<file path="src/rtl/oclib_lfsr_arb.sv">
// Round-robin arbiter that shares one 33-bit XNOR LFSR (taps 33, 20) between
// several clients, issuing at most one OutWidth-bit word per cycle.
module oclib_lfsr_arb #(
    parameter int          Requesters = 4,
    parameter int          OutWidth   = 16,
    parameter logic [32:0] Seed       = 33'd1
) (
    input  logic                  i_clk,
    input  logic                  i_rst_n,
    input  logic                  i_enable,
    input  logic                  i_seed_load,
    input  logic [32:0]           i_seed_value,
    input  logic [Requesters-1:0] i_req,
    output logic [Requesters-1:0] o_grant,
    output logic [OutWidth-1:0]   o_data,
    output logic [15:0]           o_count,
    output logic                  o_seed_err
);

    localparam int          PtrW    = (Requesters > 1) ? $clog2(Requesters) : 1;
    localparam logic [32:0] Lockup  = {33{1'b1}};

    // Handshake: i_req[i] is a level request for one word per cycle; o_grant[i]
    // is a one-cycle pulse the edge after the request, and o_data is only valid
    // for the granted client while o_grant is non-zero.

    logic [32:0]           r_lfsr;
    logic [PtrW-1:0]       r_ptr;
    logic [Requesters-1:0] r_grant;
    logic [OutWidth-1:0]   r_data;
    logic [15:0]           r_count;
    logic                  r_seed_err;

    logic [32:0]           w_lfsr_d;
    logic [PtrW-1:0]       w_win;
    logic [Requesters-1:0] w_onehot;
    logic                  w_issue;

    always_comb begin
        w_lfsr_d = r_lfsr;
        for (int s = 0; s < OutWidth; s++) begin
            w_lfsr_d = {w_lfsr_d[31:0], ~(w_lfsr_d[32] ^ w_lfsr_d[19])};
        end
    end

    // Two descending passes: the second (indices above ptr) overrides the
    // first, so the lowest index after ptr wins, else the lowest at/below ptr.
    always_comb begin
        w_win = r_ptr;
        for (int i = Requesters - 1; i >= 0; i--) begin
            if (i_req[i] && (i <= int'(r_ptr))) w_win = PtrW'(i);
        end
        for (int i = Requesters - 1; i >= 0; i--) begin
            if (i_req[i] && (i > int'(r_ptr))) w_win = PtrW'(i);
        end
        w_onehot = '0;
        for (int i = 0; i < Requesters; i++) begin
            w_onehot[i] = (int'(w_win) == i);
        end
    end

    assign w_issue = i_enable && (|i_req);

    always_ff @(posedge i_clk or negedge i_rst_n) begin
        if (!i_rst_n) begin
            r_lfsr     <= Seed;
            r_ptr      <= PtrW'(Requesters - 1);
            r_grant    <= '0;
            r_data     <= '0;
            r_count    <= '0;
            r_seed_err <= 1'b0;
        end else if (i_seed_load) begin
            r_grant <= '0;
            if (i_seed_value == Lockup) begin
                r_lfsr     <= Seed;
                r_seed_err <= 1'b1;
            end else begin
                r_lfsr     <= i_seed_value;
                r_seed_err <= 1'b0;
            end
        end else if (!w_issue) begin
            r_grant <= '0;
        end else begin
            r_grant <= w_onehot;
            r_ptr   <= w_win;
            r_lfsr  <= w_lfsr_d;
            r_data  <= w_lfsr_d[OutWidth-1:0];
            r_count <= r_count + 16'd1;
        end
    end

    assign o_grant    = r_grant;
    assign o_data     = r_data;
    assign o_count    = r_count;
    assign o_seed_err = r_seed_err;

endmodule

</file>
<file path="config.mk">
export PLATFORM = sky130hd
export DESIGN_NAME = oclib_lfsr_arb
export DESIGN_NICKNAME = d
export VERILOG_FILES = /design/src/rtl/oclib_lfsr_arb.sv
export SDC_FILE = /design/constraint.sdc
export NUM_CORES = 1
export LEC_CHECK = 0
export ABC_AREA = 1
export BUFFER_PORTS_ARGS = -buffer_cell sky130_fd_sc_hd__buf_4
export CORE_ASPECT_RATIO = 1.1
export CORE_MARGIN = 4
export CORE_UTILIZATION = 30
export DETAILED_ROUTE_END_ITERATION = 7
export HOLD_SLACK_MARGIN = 0.1
export PLACE_DENSITY_LB_ADDON = 0.3
export SYNTH_ARGS = -nofsm -noshare
export SYNTH_HDL_FRONTEND = slang
export SYNTH_SLANG_ARGS = --single-unit
</file>
<file path="constraint.sdc">
create_clock -name i_clk -period 1.6 [get_ports i_clk]
set_input_delay 0.16 -clock i_clk [delete_from_list [all_inputs] [get_ports i_clk]]
set_output_delay 0.16 -clock i_clk [all_outputs]
set_load 0.005 [all_outputs]
</file>
==> results of run 1 <==
critical path: stages, from the launching register on:
cell and delay (ns):
dfrtp_1 0.40, ha_1 0.19, nand2_1 0.10, nor2_4 0.14, nand3_2 0.09, nor2_2 0.14
nand2_1 0.10, o21ai_1 0.13, nand2_1 0.06
power by group through the flow:
stage / clock network [W] / registers (W) / logic, W
floorplan: 0 / 0.00240 / 0.000589
global placement: 0 / 0.00243 / 0.00116
detailed placement: 0 / 0.00244 / 0.00117
CTS: 0.00225 / 0.00242 / 0.00123
global route: 0.00235 / 0.00244 / 0.00140
finish: 0.00221 / 0.00241 / 0.00125
cell usage in the layout (no fill, tap or decap), types with 2 or more instances in the layout:
cell	instances
a21oi_1	7
buf_12	2
buf_4	87
bufinv_16	2
clkbuf_16	9
clkinv_4	2
dfrtp_1	68
dfstp_2	3
dlygate4sd3_1	29
inv_1	23
inv_2	3
inv_6	2
nand2_1	169
nand2_4	2
nand3_1	67
nand3_2	3
nand3_4	2
nand4_1	3
nor2_1	20
nor2_2	3
nor2_4	2
nor3_1	6
o21ai_0	9
o21ai_1	3
xnor2_1	20
xor2_1	6
metrics by stage:
step / std cells / worst slack, ns
2_1_floorplan: 442 / 0.226
3_3_place_gp: 663 / 0.171
3_5_place_dp: 663 / 0.0572
4_1_cts: 707 / 0.0570
5_1_grt: 710 / 0.00589
6_report: 710 / 0.114
how the worst max path moves through the flow:
stage	from	to
floorplan	o_count[0]	o_count[10]
finish	o_count[1]	o_count[10]
CTS	o_count[0]	o_count[10]
global placement	o_count[0]	o_count[14]
global route	i_seed_value[21]	r_lfsr[21]
detailed placement	o_count[0]	o_count[10]
per-layer routing:
layer / track usage / share of wire / up-vias
met1: 0.195 / 0.44 / 1567
met5: 0 / 0 / -
met3: 0.0279 / 0.059 / 9
li1: - / - / 1637
met2: 0.237 / 0.48 / 107
met4: 0.0511 / 0.014 / 0
timing repair:
action	4_1_cts	5_1_grt
setup endpoints to repair	0	8
hold buffers	28	1
hold endpoints to repair	56	1
gates resized for setup	0	2
setup buffers	0	2
flip-flops by register name (all words and copies together) (netlist names):
| name | count |
|---|---|
| r_lfsr | 33 |
| o_count | 16 |
| o_data | 16 |
| o_grant | 4 |
| r_ptr | 2 |
| o_seed_err | 1 |
cell families (layout without fill, tap and decap cells):
logic type / count (synthesis) / count (layout) / share of synthesized area
flip-flops: 72 / 72 / 0.499
buffers and inverters: 44 / 162 / 0.0637
XOR/XNOR: 26 / 26 / 0.0630
AO/OA/AOI/OAI: 20 / 20 / 0.0287
AND/OR/NAND/NOR: 279 / 279 / 0.342
adder cells (fa/ha/maj): 1 / 1 / 0.00346
area by class of cell:
type / instances / area share
Sequential cell: 72 / 0.361
Multi-Input combinational cell: 326 / 0.316
Timing Repair Buffer: 119 / 0.199
Clock buffer: 9 / 0.0450
Tap cell: 150 / 0.0375
Inverter: 27 / 0.0208
Clock inverter: 7 / 0.0205
==> flow_results.org, run 1 <==
** Synth
- Post-Syn Area :: 3610 um^2
- The Yosys step of the flow raised 0 warnings.
- For this run, the leading register cell type out of synthesis is dfrtp_1.
- In the post-synthesis netlist, the biggest area contributors are dfrtp_1 (48%), nand2_1 (18%), nand3_1 (9.3%).
- Library cell with the highest instance count after synthesis :: nand2_1
- Ranked by instance count, the synthesized netlist is headed by nand2_1 (169), dfrtp_1 (69), nand3_1 (67).
- Synthesized area divided by synthesized cell count :: between 8 and 9 um^2
- Synthesis produced a netlist with a net count of 484.
- Synthesis inferred 72 register bits.
- Counting distinct cell types in the post-synthesis netlist gives 27.
- Of the synthesized area, sequential elements account for 0.499.
- In the synthesized netlist, the number of instances is between 400 and 500.
- Counting flops with a built-in enable in the synthesized netlist gives 0.
- Of the post-synthesis cell area, the dominant cell type holds 0.478.
- The largest total area in the synthesized netlist belongs to dfrtp_1.
- Proportion of synthesized flip-flops having asynchronous set or reset :: 1.00

** Clocking
- Worst-case clock buffer depth :: 2
- Buffers inserted during clock tree synthesis total 9.
- Deepest level of the CTS H-tree :: 3
- The cell sitting at the root of the clock tree is a clkbuf_16.
- After clock tree synthesis, the clock-pin slew on the worst setup and hold paths is 0.06 ns.
- The later pin in the worst-skew pair is clocked with a latency of 0.33 ns.
- TritonCTS built the clock tree.
- Count of clock tree sinks :: 72

** Layout
- After routing the design area is between 4000 and 5000 um^2.
- Seq. cell area :: ~1800 um^2
- Relative to the synthesized area, the layout overhead comes to 38.3%.
- At the end of the flow, the number of nets in the layout was roughly 600.
- The multi-input combinational cells in the finished layout cover a total of 1580 um^2.
- Count of antenna diodes in the layout :: 0
- Share of layout cells above drive strength 1 :: 0.229
- The layout has around 1200 filler cells.
- Utilization after layout :: 0.429

** Global route
- Entering global routing, the biggest net connects 35 pins.
- In the global route stage, overall resource usage came out at 0.146.
- The number of global-route vias before repair came to 3237.
- The total overflow left after global routing is 0.
- Global-route wire length before repair :: around 16 mm
- Initial antenna violation count :: 0

** Placed design
- After detailed placement, the total cell area comes to between 4000 and 5000 um^2.
- Routability congestion estimate :: between 0.8 and 0.9
- The count of buffers added on input and output ports is 77.
- Post-DP HPWL :: 7.10 mm

** STA
- Count of final setup violators :: 0
- Measured against its own limit, the worst slew margin works out to 0.676.
- Summed over all failing endpoints, the final setup total negative slack is 0 ns.
- Maximum clock skew at final layout :: 0.00615 ns
- Worst-margin pin slew :: about 0.49 ns
- Final number of hold-violating endpoints :: 0
- Minimum period implied by the final worst setup slack :: roughly 1.5 ns
- Setup repair after global routing left no endpoint under its margin.
- Max-slew violations :: 0
- Hold is met by 0.116 ns.
- In the finished design, the share of the clock period the worst path needs comes to 0.929.
- Peak clock frequency supported by timing :: 0.673 GHz

** Power and ir drop
- For this design the ratio of total power to cell area is ~1200 nW/um^2.
- Cell internal power was estimated by the tool at ~0.0042 W.
- Of the total power, the clock network draws 0.376.
- Switching fraction of total power :: 0.288
- Share of total power in sequential cells :: 0.410
- Relative contribution of combinational cells to total power :: 0.213
- Leakage :: roughly 2.5 nW
- Worst vdd rail ir drop :: roughly 0.63 mV
- In this run the power spent charging and discharging nets is about 0.0017 W.
- Total power consumption of the routed design :: 0.00587 W

** Drt
- Wirelength, routed :: approximately 9.7 mm
- The first TritonRoute pass finished after 4 iterations.
- Iteration-0 DRC Markers :: around 150
- Residual antenna-violating net count after detailed routing :: 0
- In the routed design, unresolved DRC markers number 0.
- Average via count per standard cell :: 4.68
- In the final routed layout, each cell accounts on average for 13.7 um.
- Detailed routing inserted a total of around 3300 vias.

** Worst setup path
- In this run the worst path has a maximum fanout of 4.
- In this run the critical register-to-register path is captured at o_count[10].
- Launching element type of the critical path :: flop
- Kind of end point of the critical path :: flop
- Start-to-end type of the worst setup path :: reg -> reg
- Crit Reg-Reg Startpoint :: o_count[1]
- FF-to-FF path depth :: 8
- Setup slack of the worst register-to-register path :: 0.11 ns
- Data arrives at the worst endpoint at 1.70 ns.
- Critical path required time :: 1.81 ns

** Flow run
- Max-cap viol count :: 0

** Run status
- Outcome :: completed

** Floorplan
- Placeable core region :: 11600 um^2
- Initial cell density of the core :: 0.310
- Die outline area :: approximately 14000 um^2
- Boundary Pins :: approximately 80
- Measured along the x axis, the die boundary spans ~110 um.
- Chip Height :: around 120 um
- The floorplan has a little over 40 rows.

** Worst hold path
- Classification of the worst-slack hold path :: in -> reg
- Hold path depth :: 3
- The startpoint identified for the worst hold timing path is i_seed_value[15].
- End point of the worst hold path :: r_lfsr[15]
No activity file was read; power rests on OpenSTA's default activity.
==> run 2: changes to the inputs <==
==> constraint.sdc (replaced) <==
create_clock -name i_clk -period 1.7 [get_ports i_clk]
set_input_delay 0.17 -clock i_clk [delete_from_list [all_inputs] [get_ports i_clk]]
set_output_delay 0.17 -clock i_clk [all_outputs]
set_load 0.005 [all_outputs]
==> run 2 against run 1 <==
Clock-buffer cell count unchanged. Largest power group is now the clock network. Clock power increased by 6%. Clock skew increased by 0.0031 ns. Cell count decreased by 0.56%. Setup slack improved by 0.088 ns. Global-route usage increased by 0.42 points. Register-to-register slack improved by 0.09 ns. Total power decreased by 1.9%. Critical path depth increased by 2. Die area unchanged. Sequential cell count unchanged.
==> flow_results.org, run 2 (synthesis gave the netlist of run 1 again) <==
** STA
- Setup slack closes at about 0.20 ns.
- At the pin with the least slew margin, the transition time is 0.375 ns.
- After routing, the total negative slack on setup checks comes to 0 ns.
- Tcrit/Tclk final :: 0.881
- Count of final setup violators :: 0
- Max-Slew Margin vs Limit :: 0.750
- Peak clock frequency supported by timing :: between 0.6 and 0.7 GHz
- The final number of hold-violating endpoints was 0.
- Max-slew violations :: 0
- For the final database, setup skew stands at between 0.009 and 0.01 ns.
- Minimum period implied by the final worst setup slack :: about 1.5 ns
- Setup repair after global routing left no endpoint under its margin.

** Layout
- Summing all flip-flop and latch instances after layout gives between 1500 and 2000 um^2.
- The area growth from synthesis to layout is 38.5%.
- Fillers :: about 1200
- Area used by multi-input combinational logic :: between 1500 and 2000 um^2
- The top cell types in the final layout, fill and taps aside, are nand2_1 (169), buf_4 (84), dfrtp_1 (69), nand3_1 (67), dlygate4sd3_1 (29).
- Excluding fillers, the count of instances in the completed layout stands at between 700 and 800.
- Leaving out fill and tap cells, the most frequent cell in the layout is nand2_1.
- The register with the most flip-flops in the layout has 33 of them.
- Count of antenna diodes in the layout :: 0
- At the end of the flow, the number of nets in the layout was about 590.
- More flip-flops sit in one register than any other, and that register is r_lfsr.
- In the final layout, the share of cells above drive strength 1 is 0.221.

** Floorplan
- After floorplanning, the core was divided into around 40 placement rows.
- Boundary Pins :: a little under 80
- Placeable core region :: 11600 um^2
- The floorplan step set the die height to 123 um.
- Die width :: between 100 and 150 um
- Die outline area :: ~14000 um^2
- For this configuration, the core starts out at a cell density of 0.310.

** Global route
- GR Util met3 :: 0.0401
- Remaining Overflow, GRT :: 0
- Met2 Usage GRT :: 0.254
- For met1 alone, demand over resource in global routing was 0.191.
- Pin count of the biggest net entering global routing :: 34
- The number of global-route vias before repair was about 3400.
- Initial antenna violation count :: 0
- The first global-routing pass estimated between 15 and 20 mm of wire.
- Overall track demand over capacity in global routing :: 0.150
- After global routing, the most crowded layer is met2.

** Worst hold path
- The tightest min-delay check is of the in -> reg type.
- Along the worst hold path, the cell count comes to 3.

** Clocking
- CTS root buffer :: clkbuf_16
- Clock latency on the worst-skew pair, taken at its later pin, is between 0.3 and 0.4 ns.
- Clock tree synthesis found a total of between 70 and 80 sinks.
- TritonCTS built the clock tree.
- Clock-pin slew was measured on the worst setup and hold paths at around 0.060 ns.
- Setup Buffers After CTS :: 0
- Post-cts gate resize count :: 0
- Worst-case clock buffer depth :: 2
- TritonCTS Buffers :: 9
- Post-cts hold buffer count :: 29
- The H-tree generated during clock tree synthesis spans 3 levels.

** Drt
- After detailed routing, the number of vias per cell comes to about 4.6.
- In this run the remaining antenna-violating nets after routing total 0.
- Post-route DRC :: 0
- Pre-Repair DR Iteration Count :: 5
- After detailed routing, the average wire length per cell comes to between 10 and 15 um.
- The routed layout has between 3000 and 4000 vias.
- Iteration-0 DRC Markers :: 182
- Wires add up to between 9 and 10 mm.

** Worst setup path
- STA classifies the critical path startpoint as an input port.
- Start-to-end type of the worst setup path :: in -> reg
- Data on the critical path arrives at its endpoint at approximately 1.7 ns.
- At the worst endpoint, the required time is roughly 1.9 ns.
- Along the worst path, the maximum fanout reaches 20.
- The worst register-to-register path has a depth of 8.
- Kind of end point of the critical path :: flop

** Power and ir drop
- Power comes to approximately 0.0058 W.
- VDD sags by at most between 0.5 and 0.6 mV.
- Pwr per Cell Area :: ~1100 nW/um^2
- Leakage :: 2.46 nW

** Flow run
- Max-cap viol count :: 0

** Placed design
- Routability congestion estimate :: approximately 0.86
- Worst slack, placed :: between 0.2 and 0.25 ns
- Port-buffer cells :: 77
- Number of cells in the design after placement :: approximately 660
- After legalization and detailed placement, the total HPWL measured 7.02 mm.

** Run status
- Outcome :: completed
==> run 2: changes by cell type in the layout (fill, tap and decap cells not counted), sizes merged <==
cell,delta
bufinv,+2
buf,-4
clkinvlp,-1
inv,-1
==> run 2: metrics by stage <==
| stage | utilization | hold WS, ns | area, um^2 |
|---|---|---|---|
| finish | 0.430 | 0.119 | 5000 |
| global route | 0.430 | 0.125 | 5000 |
| CTS | 0.430 | 0.105 | 5000 |
| detailed placement | 0.373 | 0.118 | 4350 |
| global placement | 0.373 | 0.113 | 4350 |
| floorplan | - | -0.126 | 3610 |
==> run 2: cell type report <==
class | instances | share of cell area
multi-input combinational | 326 | 0.315
timing repair buffer | 115 | 0.192
tap | 150 | 0.0375
clock buffer | 9 | 0.0450
sequential | 72 | 0.361
clock inverter | 7 | 0.0285
inverter | 27 | 0.0208
==> run 2: per-layer routing <==
metal,part of all wire,routed length [um],vias to the layer above
li1,-,-,1633
met1,0.45,4360,1539
met2,0.49,4700,99
met3,0.051,491,9
met4,0.013,121,0
met5,0,0,-
==> run 2: worst max-delay path: stages <==
cell           delay (ns)
dlygate4sd3_1        0.52
buf_4                0.11
nand2_1              0.05
nor2_1               0.13
nand2_1              0.10
nor2_2               0.13
nand3_2              0.10
buf_4                0.22
nand3_1              0.10
nand3_1              0.07
==> run 2: path summary, 6_finish.rpt <==
path | start | endpoint | slack [ns]
max | i_seed_value[9] | r_lfsr[27] | 0.20
min | i_seed_value[22] | r_lfsr[22] | 0.12
max reg2reg | o_count[0] | o_count[10] | 0.20
min reg2reg | r_ptr[0] | r_ptr[0] | 0.47
max in group asynchronous | i_rst_n | r_ptr[0] | 0.78
min in group asynchronous | i_rst_n | o_grant[2] | 0.30
==> run 2: report_power, final <==
part,total [W],switching [W],internal [W]
Clock,0.00235,0.000760,0.00159
Sequential,0.00228,0.000265,0.00201
Combinational,0.00113,0.000543,0.000588
==> run 3: changes to the inputs <==
--- a/config.mk
+++ b/config.mk
@@ -6,7 +6,7 @@
 export NUM_CORES = 1
 export LEC_CHECK = 0
 export ABC_AREA = 1
-export BUFFER_PORTS_ARGS = -buffer_cell sky130_fd_sc_hd__buf_4
+export BUFFER_PORTS_ARGS = -buffer_cell sky130_fd_sc_hd__buf_2
 export CORE_ASPECT_RATIO = 1.1
 export CORE_MARGIN = 4
 export CORE_UTILIZATION = 30
==> constraint.sdc (replaced) <==
create_clock -name i_clk -period 1.7 [get_ports i_clk]
set_input_delay 0.085 -clock i_clk [delete_from_list [all_inputs] [get_ports i_clk]]
set_output_delay 0.085 -clock i_clk [all_outputs]
set_load 0.005 [all_outputs]
==> run 3 against run 2 <==
Cell count up 0.42%. Total power down 9.1%. Clock-buffer cell count up 2. Sequential share of layout area up 1.7 points. Non-clock buffer count up 3. Wire length up 1.8%. Setup slack worse by 0.052 ns. Combinational power down 9%. Critical path depth unchanged. Critical path type unchanged.
==> flow_results.org, run 3 (synthesis gave the netlist of run 1 again) <==
** Run status
- Outcome :: completed

** Global route
- After global routing the overflow that remains totals 0.
- Pin count of the biggest net entering global routing :: 36
- Via count of the first global-routing pass :: 3438
- Initial antenna violation count :: 0
- Global-route wire length before repair :: approximately 16 mm
- Overall track demand over capacity in global routing :: 0.148

** Worst setup path
- Largest fanout on the critical path :: 12
- Worst endpoint data arrival time :: ~1.8 ns
- Kind of end point of the critical path :: flop
- The setup path with the least slack is of type in -> reg.
- Critical path required time :: between 1.5 and 2 ns
- The largest single stage delay on the critical path is roughly 0.53 ns.
- For this design, the slowest cell found on the critical path is dlygate4sd3_1.
- FF-to-FF path depth :: 8
- The worst setup path is launched from an input port.
- Crit Reg-Reg Startpoint :: o_count[0]
- Setup slack of the worst register-to-register path :: between 0.2 and 0.25 ns
- Cell-by-cell listing of the critical path :: dlygate4sd3_1, buf_2, nand2_1, nor2_1, nand2_1, nor2_2, nand3_4, buf_4, nand3_1, nand3_1
- The endpoint identified for the worst register-to-register timing path is o_count[10].

** STA
- For the final routed database, the setup TNS stands at 0 ns.
- The final number of hold-violating endpoints came to 0.
- Setup violations remaining at the end of the flow were counted as 0.
- The routed design could run at a clock period as short as between 1.5 and 2 ns.
- At the pin with the least slew margin, the transition time is 0.518 ns.
- The final-report max-slew violation count was 0.
- Max-Slew Margin vs Limit :: 0.654
- Peak clock frequency supported by timing :: 0.645 GHz
- Setup repair after global routing left no endpoint under its margin.
- Tcrit/Tclk final :: 0.912
- For the final database, setup skew stands at approximately 0.0056 ns.

** Worst hold path
- Hold path depth :: 5
- For hold timing, the worst endpoint is r_lfsr[5].
- The worst hold path belongs to the class in -> reg.
- Startpoint of the lowest-slack hold path :: i_seed_value[5]

** Power and ir drop
- Summed over all nets, the switching power comes to roughly 0.0015 W.
- Worst vdd rail ir drop :: between 0.6 and 0.7 mV
- The share of total power dissipated in the clock network is 0.371.
- Relative contribution of combinational cells to total power :: 0.196
- Dividing total power by cell area gives a power density of around 1100 nW/um^2.
- Switching fraction of total power :: 0.294
- Internal power comes to 0.00369 W.
- Share of total power in sequential cells :: 0.432
- Leakage :: 2.39 nW

** Layout
- The register with the most flip-flops in the layout has 33 of them.
- The number of antenna diodes in the final layout is 0.
- Area used by multi-input combinational logic :: between 1500 and 2000 um^2
- Fillers :: 1182
- Excluding fillers, the count of instances in the completed layout stands at between 700 and 800.
- Commonest non-fill, non-tap cell in the layout :: nand2_1
- Register with the highest flop count :: r_lfsr
- Net total in the final layout :: approximately 600
- Registers take between 1500 and 2000 um^2.
- Share of layout cells above drive strength 1 :: 0.218
- Area growth from synthesis to layout :: 32.2%
- Leaving out fill and tap cells, the most frequent cells in the layout are nand2_1 (169), buf_2 (77), dfrtp_1 (69), nand3_1 (67), dlygate4sd3_1 (33).

** Floorplan
- Boundary Pins :: just under 80
- The core region is between 10000 and 15000 um^2.
- In this run the vertical extent of the chip is roughly 120 um.
- Measured along the x axis, the die boundary spans about 110 um.
- Initial cell density of the core :: 0.310
- After floorplanning, the core was divided into 41 placement rows.
- Die outline area :: ~14000 um^2

** Drt
- For this block, the via count after detailed routing is approximately 3300.
- In this run, the number of DRC markers left after iteration 0 of detailed routing was between 200 and 250.
- Wirelength, routed :: between 9 and 10 mm
- Average via count per standard cell :: 4.66
- WL per Instance :: ~14 um
- Once detail routing completed, the nets flagged for antenna violations numbered 0.
- Post-route DRC :: 0
- Pre-Repair DR Iteration Count :: 5

** Clocking
- In this run the deepest clock path goes through 2 buffers.
- CTS root buffer :: clkbuf_16
- Deepest level of the CTS H-tree :: 3
- TritonCTS clock tree :: built
- TritonCTS Buffers :: 9
- After clock tree synthesis, the clock-pin slew on the worst setup and hold paths is approximately 0.06 ns.
- At the later pin of the worst-skew pair, clock insertion delay measures ~0.33 ns.
- Count of clock tree sinks :: between 70 and 80

** Placed design
- Number of cells in the design after placement :: between 600 and 700
- During placement, the flow inserted port buffers numbering between 70 and 80.
- Post-DP HPWL :: around 7.0 mm
- Routability congestion estimate :: about 0.81

** Flow run
- Max-cap viol count :: 0
[run 3: cell types whose count changed in the layout (fill, tap and decap cells not counted), sizes merged]
cell | previous run | this run
buf | 86 | 85
bufinv | 4 | 1
clkbuf | 9 | 11
clkinvlp | 0 | 2
dlygate4sd3 | 29 | 33
inv | 28 | 27
[run 3: repair_timing]
action,4_1_cts,5_1_grt
setup buffers,0,0
resized for setup,0,1
hold buffers,33,0
endpoints found under the hold margin,79,0
setup endpoints to repair,0,20
[run 3: power by group through the flow]
stage / registers (W) / logic, W / clock network, W
6_report: 0.00226 / 0.00103 / 0.00194
5_1_grt: 0.00230 / 0.00117 / 0.00205
4_1_cts: 0.00226 / 0.00104 / 0.00199
3_5_place_dp: 0.00229 / 0.000978 / 0
3_3_place_gp: 0.00227 / 0.000959 / 0
2_1_floorplan: 0.00226 / 0.000554 / 0
[run 3: per-layer routing]
metal,track usage,part of all wire
met5,0,0
met4,0.0406,0.0072
met3,0.0372,0.055
met2,0.255,0.49
met1,0.185,0.45
[run 3: per-stage QoR]
stage | hold slack, ns | power (W) | cell area (um^2) | util | worst slack (ns)
2_1_floorplan | -0.211 | 0.00281 | 3610 | - | 0.326
3_3_place_gp | 0.0471 | 0.00323 | 4130 | 0.355 | 0.277
3_5_place_dp | 0.0610 | 0.00326 | 4130 | 0.355 | 0.218
4_1_cts | 0.100 | 0.00530 | 4770 | 0.410 | 0.0937
5_1_grt | 0.121 | 0.00552 | 4780 | 0.410 | 0.00924
6_report | 0.108 | 0.00523 | 4780 | 0.410 | 0.150
[run 3: layout make-up]
cell class | instances | share of cell area
Inverter | 27 | 0.0217
Timing Repair Buffer | 118 | 0.165
Tap cell | 150 | 0.0393
Multi-Input combinational cell | 326 | 0.332
Clock inverter | 5 | 0.0115
Clock buffer | 11 | 0.0529
Sequential cell | 72 | 0.378
[run 3: how the worst max path moves through the flow]
stage,startpoint,to,slack (ns)
3_5_place_dp,o_count[0],o_count[10],0.22
5_1_grt,i_seed_value[21],r_lfsr[18],0.009
6_report,i_seed_value[21],r_lfsr[18],0.15
3_3_place_gp,o_count[0],o_count[10],0.28
2_1_floorplan,o_count[0],o_count[10],0.33
4_1_cts,i_seed_value[21],r_lfsr[18],0.09
[run 3: critical path: cells and delay by family]
kind	cells	cell delay, ns
AND/OR/NAND/NOR	7	0.80
buffers and inverters	3	0.87
